### config.mk
export PLATFORM = sky130hd
export DESIGN_NAME = lfu_button_conditioner_flat
export DESIGN_NICKNAME = d
export VERILOG_FILES = /design/src/rtl/lfu_pkg.sv /design/src/rtl/lfu_button_conditioner_if.sv /design/src/rtl/lfu_debounce_ch.sv /design/src/rtl/lfu_button_conditioner.sv /design/src/flat_wrapper.sv
export SDC_FILE = /design/constraint.sdc
export NUM_CORES = 1
export LEC_CHECK = 0
export CAP_MARGIN = 30
export CELL_PAD_IN_SITES_DETAIL_PLACEMENT = 0
export CELL_PAD_IN_SITES_GLOBAL_PLACEMENT = 1
export CORE_ASPECT_RATIO = 0.75
export CORE_UTILIZATION = 45
export DETAILED_ROUTE_END_ITERATION = 10
export PLACE_DENSITY_LB_ADDON = 0.1
export REMOVE_ABC_BUFFERS = 1
export SLEW_MARGIN = 20
export SYNTH_ARGS = -nofsm -noshare
export SYNTH_HDL_FRONTEND = slang
export SYNTH_SLANG_ARGS = --single-unit
### constraint.sdc
create_clock -name clk -period 4.3 [get_ports clk]
set_input_delay 1.075 -clock clk [delete_from_list [all_inputs] [get_ports clk]]
set_output_delay 1.075 -clock clk [all_outputs]
set_load 0.005 [all_outputs]
### src/rtl/lfu_pkg.sv
// Shared types and sizing for the LFU button front-end.
package lfu_pkg;

  localparam int unsigned N_BTN = 5;

  typedef enum logic [1:0] {
    IDLE,
    CHK_PRESS,
    HELD,
    CHK_REL
  } btn_state_t;

  typedef logic [N_BTN-1:0] btn_vec_t;

endpackage

### src/rtl/lfu_button_conditioner_if.sv
// Button-side bundle: raw levels in, press pulses / debounced levels / pending presses out.
interface lfu_button_conditioner_if import lfu_pkg::*; ();

  btn_vec_t btn_raw;
  logic     b1;
  logic     b2;
  logic     b3;
  logic     b4;
  logic     b5;
  btn_vec_t pressed;
  btn_vec_t pend;

  // Driver of the raw buttons, consumer of the pulses (board / bench side).
  modport master (
    output btn_raw,
    input  b1, b2, b3, b4, b5, pressed, pend
  );

  // The conditioner itself.
  modport slave (
    input  btn_raw,
    output b1, b2, b3, b4, b5, pressed, pend
  );

endinterface

### src/rtl/lfu_debounce_ch.sv
// One button channel: 2-flop synchroniser, stable-level counter and press/release FSM.
// o_accept is a single-cycle strobe on the clock where a press is accepted.
module lfu_debounce_ch import lfu_pkg::*; #(
  parameter int unsigned DEBOUNCE_CYCLES = 1_000_000
) (
  input  logic clk,
  input  logic rst,
  input  logic i_btn_raw,
  output logic o_pressed,
  output logic o_accept
);

  localparam int unsigned CNT_W = $clog2(DEBOUNCE_CYCLES + 1);
  localparam logic [CNT_W-1:0] CNT_LAST = CNT_W'(DEBOUNCE_CYCLES - 1);
  localparam logic [CNT_W-1:0] CNT_ONE  = CNT_W'(1);

  logic             r_sync1;
  logic             r_sync2;
  btn_state_t       r_state;
  logic [CNT_W-1:0] r_cnt;
  logic             r_pressed;
  logic             w_cnt_done;

  // Bring the asynchronous button level into the clk domain.
  // NOTE: sequential state always uses non-blocking (<=) so every flop samples pre-edge values.
  always_ff @(posedge clk or negedge rst) begin
    if (!rst) begin
      r_sync1 <= 1'b0;
      r_sync2 <= 1'b0;
    end else begin
      r_sync1 <= i_btn_raw;
      r_sync2 <= r_sync1;
    end
  end

  assign w_cnt_done = (r_cnt == CNT_LAST);

  // Press/release debounce FSM; the counter only advances while the new level holds, so it never wraps.
  always_ff @(posedge clk or negedge rst) begin
    if (!rst) begin
      r_state   <= IDLE;
      r_cnt     <= '0;
      r_pressed <= 1'b0;
    end else begin
      case (r_state)
        IDLE: begin
          if (r_sync2) begin
            r_state <= CHK_PRESS;
            r_cnt   <= '0;
          end
        end
        CHK_PRESS: begin
          if (!r_sync2) begin
            r_state <= IDLE;
          end else if (w_cnt_done) begin
            r_state   <= HELD;
            r_pressed <= 1'b1;
          end else begin
            r_cnt <= r_cnt + CNT_ONE;
          end
        end
        HELD: begin
          if (!r_sync2) begin
            r_state <= CHK_REL;
            r_cnt   <= '0;
          end
        end
        CHK_REL: begin
          if (r_sync2) begin
            r_state <= HELD;
          end else if (w_cnt_done) begin
            r_state   <= IDLE;
            r_pressed <= 1'b0;
          end else begin
            r_cnt <= r_cnt + CNT_ONE;
          end
        end
        default: r_state <= IDLE;
      endcase
    end
  end

  assign o_pressed = r_pressed;
  assign o_accept  = (r_state == CHK_PRESS) && r_sync2 && w_cnt_done;

endmodule

### src/rtl/lfu_button_conditioner.sv
// Debounces N_BTN raw buttons and serialises accepted presses into one-hot single-cycle
// pulses b1..b5 for the LFU tracker. Lowest index issues first; nothing is dropped.
module lfu_button_conditioner import lfu_pkg::*; #(
  parameter int unsigned DEBOUNCE_CYCLES = 1_000_000
) (
  input  logic                     clk,
  input  logic                     rst,
  lfu_button_conditioner_if.slave  bus
);

  btn_vec_t w_accept;
  btn_vec_t w_pressed;
  btn_vec_t w_grant;
  btn_vec_t r_pend;
  btn_vec_t r_b;

  for (genvar g = 0; g < N_BTN; g++) begin : g_ch
    lfu_debounce_ch #(
      .DEBOUNCE_CYCLES (DEBOUNCE_CYCLES)
    ) u_ch (
      .clk       (clk),
      .rst       (rst),
      .i_btn_raw (bus.btn_raw[g]),
      .o_pressed (w_pressed[g]),
      .o_accept  (w_accept[g])
    );
  end

  // Pick the lowest pending button (isolate lowest set bit).
  // NOTE: combinational blocks assign every output on every path so no latch is inferred.
  always_comb begin
    w_grant = '0;
    w_grant = r_pend & (~r_pend + btn_vec_t'(1));
  end

  // Pending set/clear and registered issue; a new accept overrides the clear of its own bit.
  always_ff @(posedge clk or negedge rst) begin
    if (!rst) begin
      r_pend <= '0;
      r_b    <= '0;
    end else begin
      r_pend <= (r_pend & ~w_grant) | w_accept;
      r_b    <= w_grant;
    end
  end

  assign bus.b1      = r_b[0];
  assign bus.b2      = r_b[1];
  assign bus.b3      = r_b[2];
  assign bus.b4      = r_b[3];
  assign bus.b5      = r_b[4];
  assign bus.pressed = w_pressed;
  assign bus.pend    = r_pend;

endmodule

### src/flat_wrapper.sv
// flat-port wrapper written by rule: the top's interface ports become plain ports
module lfu_button_conditioner_flat import lfu_pkg::*;
#(
  parameter int unsigned DEBOUNCE_CYCLES = 1_000_000
)
  (clk, rst, bus_btn_raw, bus_b1, bus_b2, bus_b3, bus_b4, bus_b5, bus_pressed, bus_pend);
  lfu_button_conditioner_if bus_i ();
  input  logic clk;
  input  logic rst;
  input wire logic [$bits(bus_i.btn_raw)-1:0] bus_btn_raw;
  output wire logic [$bits(bus_i.b1)-1:0] bus_b1;
  output wire logic [$bits(bus_i.b2)-1:0] bus_b2;
  output wire logic [$bits(bus_i.b3)-1:0] bus_b3;
  output wire logic [$bits(bus_i.b4)-1:0] bus_b4;
  output wire logic [$bits(bus_i.b5)-1:0] bus_b5;
  output wire logic [$bits(bus_i.pressed)-1:0] bus_pressed;
  output wire logic [$bits(bus_i.pend)-1:0] bus_pend;
  assign bus_i.btn_raw = bus_btn_raw;
  assign bus_b1 = bus_i.b1;
  assign bus_b2 = bus_i.b2;
  assign bus_b3 = bus_i.b3;
  assign bus_b4 = bus_i.b4;
  assign bus_b5 = bus_i.b5;
  assign bus_pressed = bus_i.pressed;
  assign bus_pend = bus_i.pend;
  lfu_button_conditioner #(.DEBOUNCE_CYCLES(DEBOUNCE_CYCLES)) u_core (.clk(clk), .rst(rst), .bus(bus_i));
endmodule
==> flow_summary.toml, run 1 <==
[cts]
cts.sinks = 135
cts-buffers-inserted = 17
hold_buffers = 0
cts_resized = 0
clkTransAtPathRegs_ns = 0.06
cts-root-buf = "clkbuf_16"
cts_buffer_depth = 2
cts_tree = "built"
clk_latency_ns = 0.42
h-tree-depth = 4
cts_setup_buffers = 0

[floorplan]
row_count = 39
start_util = 0.464
io_pins = 22
coreArea_um2 = 15300
die_w_um = 147
die_area_um2 = 16300
die_y_um = 111

[synth]
async_reset_ff_frac = 1.00
synth-seq-cells = 135
synth_cell_types = 60
synthTopCellsByArea = "dfrtp_1, nand2_1, nand3_1, o21ai_0, nor2_1"
yosysTopAreaCell = "dfrtp_1"
ys.warnings.count = 0
syn_inst = 763
yosys.cell_count.top_type = "dfrtp_1"
synth-seq-area-share = 0.475
synth_area_um2 = 7110
syn_avg_cell_area_um2 = 9.32
synth_common_cells = "dfrtp_1, nand2_1, nand3_1"
synth-edff-count = 0
synth_top_area_share = 0.475
synth-main-ff-cell = "dfrtp_1"

[global_route]
grt_max_degree = 95
grt_pass1_vias = 5528
grt-ovfl-total = 0
grt_pass1_wl_mm = 27.5
antenna_found_initial = 0
grt_util_all_layers = 0.209

[detailed_routing]
wl_met1_mm = 7.97
wl_met2_mm = 7.02
viasPerCell = 5.89
wl_per_cell_um = 15.9
drcViolationCount = 0
dr.pass1.iters = 5
drt_wl_total_mm = 15.8
vias = 5844
antenna_left = 0
initialDrtViolationCount = 298
wl_met3_um = 589
routed.top_layer = "met4"

[timing]
tightest_slew_ns = 0.893
hold_violations = 0
clock.fmax_mhz = 383
rsz0062_at_grt = "no"
skew_ns = 0.00792
drv_slew = 0
min_period_ns = 2.61
setup_viol = 0
worst_slack_ns = 1.69
fin_setup_tns_ns = 0
post-route-period-util = 0.608
max_slew_margin = 0.400

[pwr]
p_per_area_nw_per_um2 = 386
p_leak_nw = 3.50
vdd_drop_max_v = 0.000288

[place]
place.gp.congestion = 0.825
dp_hpwl_mm = 10.5
place_ws_ns = 1.73
portBuffers = 21

[min_path]
min_path_type = "flop to flop"

[layout]
antenna_cells = 0
drive_above_1_share = 0.0939
syn2layout_area_growth_pct = 14.8
fill_cells = 1368
nets = 787

[setup_path]
cp-start-kind = "flop"
crit_path_max_fanout = 22
cp_data_required_time_ns = 4.59
crit_path_end_kind = "flop"
crit_type = "flop to flop"
crit_arrival_ns = 2.90

[outcome]
status = "finished, final reports clean"

[flow_run]
maxCapViolCount = 0
[layout make-up]
cell class	instances	area (um2)	share of cell area
well taps	205	256	0.0314
repair buffers	32	314	0.0385
inverters	19	71.3	0.00873
flip-flops and latches	135	3380	0.414
clock inverters	11	194	0.0237
multi-input cells	570	3480	0.426
clock buffers	21	470	0.0576
[cells by family (layout without fill, tap and decap cells)]
kind of cell | Yosys count | after routing | synth area share
AND/OR/NAND/NOR | 365 | 365 | 0.273
AO/OA/AOI/OAI | 153 | 153 | 0.142
flip-flops | 135 | 135 | 0.475
buffers and inverters | 58 | 83 | 0.0355
multiplexers | 28 | 28 | 0.0419
XOR/XNOR | 19 | 19 | 0.0234
adder cells (fa/ha/maj) | 5 | 5 | 0.00880
[sequential cells by signal, indices dropped and copies added, names as in the netlist, named ones only]
register / cells
u_core.g_ch.u_ch.r_cnt: 100
u_core.bus.pend: 5
u_core.g_ch.u_ch.o_pressed: 5
u_core.g_ch.u_ch.r_state: 5
u_core.g_ch.u_ch.r_sync1: 5
u_core.g_ch.u_ch.r_sync2: 5
u_core.r_b: 5
[stage by stage]
| step | std cells | hold slack (ns) | instance area, um2 | total power, mW | util |
|---|---|---|---|---|---|
| after floorplan | 724 | 0.331 | 6930 | 1.46 | - |
| after global placement | 960 | 0.332 | 7470 | 1.53 | 0.488 |
| after detailed placement | 960 | 0.336 | 7470 | 1.54 | 0.488 |
| after CTS | 992 | 0.350 | 8140 | 3.18 | 0.531 |
| after global routing | 993 | 0.364 | 8170 | 3.26 | 0.533 |
| final | 993 | 0.347 | 8170 | 3.15 | 0.533 |
[report_power, final]
group          switching (mW)  total [mW]  internal, mW
clock network           0.553        1.63          1.08
registers              0.0551        1.36          1.31
logic                  0.0960       0.157        0.0613
total                   0.704        3.15          2.45
[final timing paths]
kind,startpoint,to,depth (start not counted),slack [ns]
setup / recovery,u_core.g_ch[4].u_ch.r_cnt[8],u_core.g_ch[4].u_ch.r_cnt[16],6,1.69
hold / removal,u_core.g_ch[4].u_ch.r_sync1,u_core.g_ch[4].u_ch.r_sync2,0,0.35
setup reg to reg,u_core.g_ch[4].u_ch.r_cnt[8],u_core.g_ch[4].u_ch.r_cnt[16],6,1.69
hold reg to reg,u_core.g_ch[4].u_ch.r_sync1,u_core.g_ch[4].u_ch.r_sync2,0,0.35
max in group asynchronous,rst,u_core.g_ch[0].u_ch.r_state[0],3,2.77
min in group asynchronous,rst,u_core.g_ch[4].u_ch.r_cnt[18],1,0.56
[placed cells by master (no fill, tap or decap), drive strengths merged, types with 6 or more instances in the layout]
| cell type | netlist | layout |
|---|---|---|
| a21oi | 26 | 26 |
| a22o | 23 | 23 |
| a31oi | 8 | 8 |
| and3 | 16 | 16 |
| buf | 11 | 12 |
| clkbuf | 28 | 21 |
| clkdlybuf4s50 | 0 | 20 |
| dfrtp | 135 | 135 |
| inv | 19 | 20 |
| mux2 | 14 | 14 |
| mux2i | 14 | 14 |
| nand2 | 93 | 93 |
| nand2b | 7 | 7 |
| nand3 | 66 | 66 |
| nand4 | 29 | 29 |
| nor2 | 57 | 57 |
| nor3 | 12 | 12 |
| nor4 | 20 | 20 |
| nor4b | 6 | 6 |
| o21ai | 54 | 54 |
| o31ai | 10 | 10 |
| or3 | 12 | 12 |
| or4 | 14 | 14 |
| xnor2 | 6 | 6 |
| xor2 | 13 | 13 |
[critical path: stages (launching register included)]
cell	delay, ns
dfrtp_1	0.46
or4b_2	0.66
nor3_1	0.30
a31o_2	0.50
inv_1	0.11
nand2_1	0.30
o211ai_1	0.15
[per-layer routing]
| layer | vias to the layer above | track usage |
|---|---|---|
| met1 | 2879 | 0.308 |
| met2 | 98 | 0.304 |
| met4 | 0 | 0.0742 |
| li1 | 2848 | - |
| met5 | - | 0 |
| met3 | 19 | 0.0432 |
Note: power is estimated with default switching activity, not from simulation.
==> run 2: changes to the inputs <==
==> constraint.sdc (replaced) <==
create_clock -name clk -period 2.6 [get_ports clk]
set_input_delay 0.65 -clock clk [delete_from_list [all_inputs] [get_ports clk]]
set_output_delay 0.65 -clock clk [all_outputs]
set_load 0.005 [all_outputs]
==> flow_summary.toml, run 2 (synthesis gave the netlist of run 1 again) <==
[place]
dp_hpwl_mm = 10.9
postPlaceCellArea_um2 = 7590
dp_cells = 974
portBuffers = 21
place.gp.congestion = 0.826

[setup_path]
crit_type = "flop to flop"
slowest_stage = "or4_1"
crit_path_max_fanout = 9
cp-start-kind = "flop"
crit_path_end_kind = "flop"
crit_arrival_ns = 2.58
worstPathCellList = "ha_1 -> nand2_1 -> or2_1 -> or4_1 -> or4b_1 -> nand3_1"
crit_buf_inv = 0
cp_slowest_stage_delay_ns = 0.56
crit_family = "simple AND/OR/NAND/NOR gates"
cp_data_required_time_ns = 2.95

[pwr]
p_per_area_nw_per_um2 = 594
vdd_drop_max_v = 0.000350
p_total_mw = 4.85
p_leak_nw = 3.52

[global_route]
antenna_found_initial = 0
grt-ovfl-total = 0
grt_util_all_layers = 0.214
grt_max_degree = 56
grt_pass1_wl_mm = 28.0
grt_pass1_vias = 5505

[detailed_routing]
routed.top_layer = "met4"
wl_per_cell_um = 15.8
viasPerCell = 5.82
wl_met3_um = 581
vias = 5856
drcViolationCount = 0
wl_met1_mm = 8.26
wl_met2_mm = 6.96
antenna_left = 0
drt_wl_total_mm = 15.9
initialDrtViolationCount = 421
dr.pass1.iters = 5

[timing]
fin_setup_tns_ns = 0
tightest_slew_ns = 0.705
min_period_ns = 2.23
post-route-period-util = 0.859
setup_viol = 0
rsz0062_at_grt = "no"
clock.fmax_mhz = 448
hold_violations = 0
drv_slew = 0
max_slew_margin = 0.526
skew_ns = 0.0111

[min_path]
min_path_type = "input port to asynchronous set/reset pin"

[layout]
nets = 800
drive_above_1_share = 0.105
syn2layout_area_growth_pct = 14.7
final_area_um2 = 8160
regMostFlops = "u_core.g_ch.u_ch.r_cnt"
largest_register_ffs = 100
fin_cells = 1006
antenna_cells = 0
fill_cells = 1406
final_common_cell = "dfrtp_1"
layout_common_cells = "dfrtp_1, nand2_1, nand3_1"

[cts]
h-tree-depth = 4
cts-buffers-inserted = 17
clkTransAtPathRegs_ns = 0.06
cts_tree = "built"
cts-root-buf = "clkbuf_16"
cts_buffer_depth = 2
cts_resized = 0
clk_latency_ns = 0.42
cts_setup_buffers = 0
hold_buffers = 0
cts.sinks = 135

[flow_run]
maxCapViolCount = 0

[floorplan]
die_y_um = 111
start_util = 0.464
coreArea_um2 = 15300
io_pins = 22
die_area_um2 = 16300
die_w_um = 147
row_count = 39

[outcome]
status = "finished, final reports clean"
==> run 2: cell types whose count changed in the layout (fill, tap and decap cells not counted), sizes merged <==
cell      previous run  this run
bufinv               5         2
buf                 12        25
clkbuf              21        23
clkinv               4         5
inv                 20        19
clkinvlp             1         2
==> run 2: path summary, 6_finish.rpt <==
check,start,endpoint,slack (ns),cells after the start
max in group asynchronous,rst,u_core.g_ch[2].u_ch.r_cnt[9],1.73,2
max reg2reg,u_core.g_ch[2].u_ch.r_cnt[0],u_core.g_ch[2].u_ch.r_cnt[14],0.37,6
min,rst,u_core.g_ch[4].u_ch.r_cnt[7],0.19,1
min reg2reg,u_core.g_ch[2].u_ch.r_sync1,u_core.g_ch[2].u_ch.r_sync2,0.35,0
min in group clk,u_core.g_ch[2].u_ch.r_sync1,u_core.g_ch[2].u_ch.r_sync2,0.35,0
max,u_core.g_ch[2].u_ch.r_cnt[0],u_core.g_ch[2].u_ch.r_cnt[14],0.37,6
==> run 2: area by class of cell <==
class	instances	area, um2	area share
multi-input cells	570	3480	0.427
flip-flops and latches	135	3380	0.414
clock buffers	23	468	0.0573
repair buffers	45	404	0.0495
well taps	205	256	0.0314
clock inverters	9	100	0.0123
inverters	19	71.3	0.00874
==> run 2: metrics by stage <==
stage / setup WS (ns) / hold WS (ns) / util
6_report: 0.366 / 0.193 / 0.533
5_1_grt: 0.205 / 0.222 / 0.533
4_1_cts: 0.373 / 0.198 / 0.533
3_5_place_dp: 0.390 / 0.335 / 0.496
3_3_place_gp: 0.413 / 0.332 / 0.496
2_1_floorplan: 0.182 / 0.331 / -
==> run 2: per-layer routing <==
metal  vias up  track usage
met5         -            0
met3         9       0.0461
met4         0       0.0632
li1       2878            -
met2       104        0.304
met1      2865        0.323
==> run 2: power by group <==
| part | leakage (nW) | total [mW] | switching [mW] | internal, mW |
|---|---|---|---|---|
| Sequential | 1.84 | 2.25 | 0.0835 | 2.16 |
| Combinational | 1.40 | 0.273 | 0.165 | 0.108 |
| Clock | 0.277 | 2.33 | 0.874 | 1.45 |
==> run 3: changes to the inputs <==
--- a/config.mk
+++ b/config.mk
@@ -10,6 +10,7 @@
 export CELL_PAD_IN_SITES_GLOBAL_PLACEMENT = 1
 export CORE_ASPECT_RATIO = 0.75
 export CORE_UTILIZATION = 45
+export CTS_CLUSTER_DIAMETER = 50
 export DETAILED_ROUTE_END_ITERATION = 10
 export PLACE_DENSITY_LB_ADDON = 0.1
 export REMOVE_ABC_BUFFERS = 1
==> results of run 3 <==
Same layout as run 2: the final DEF is identical, and so are final timing and power.
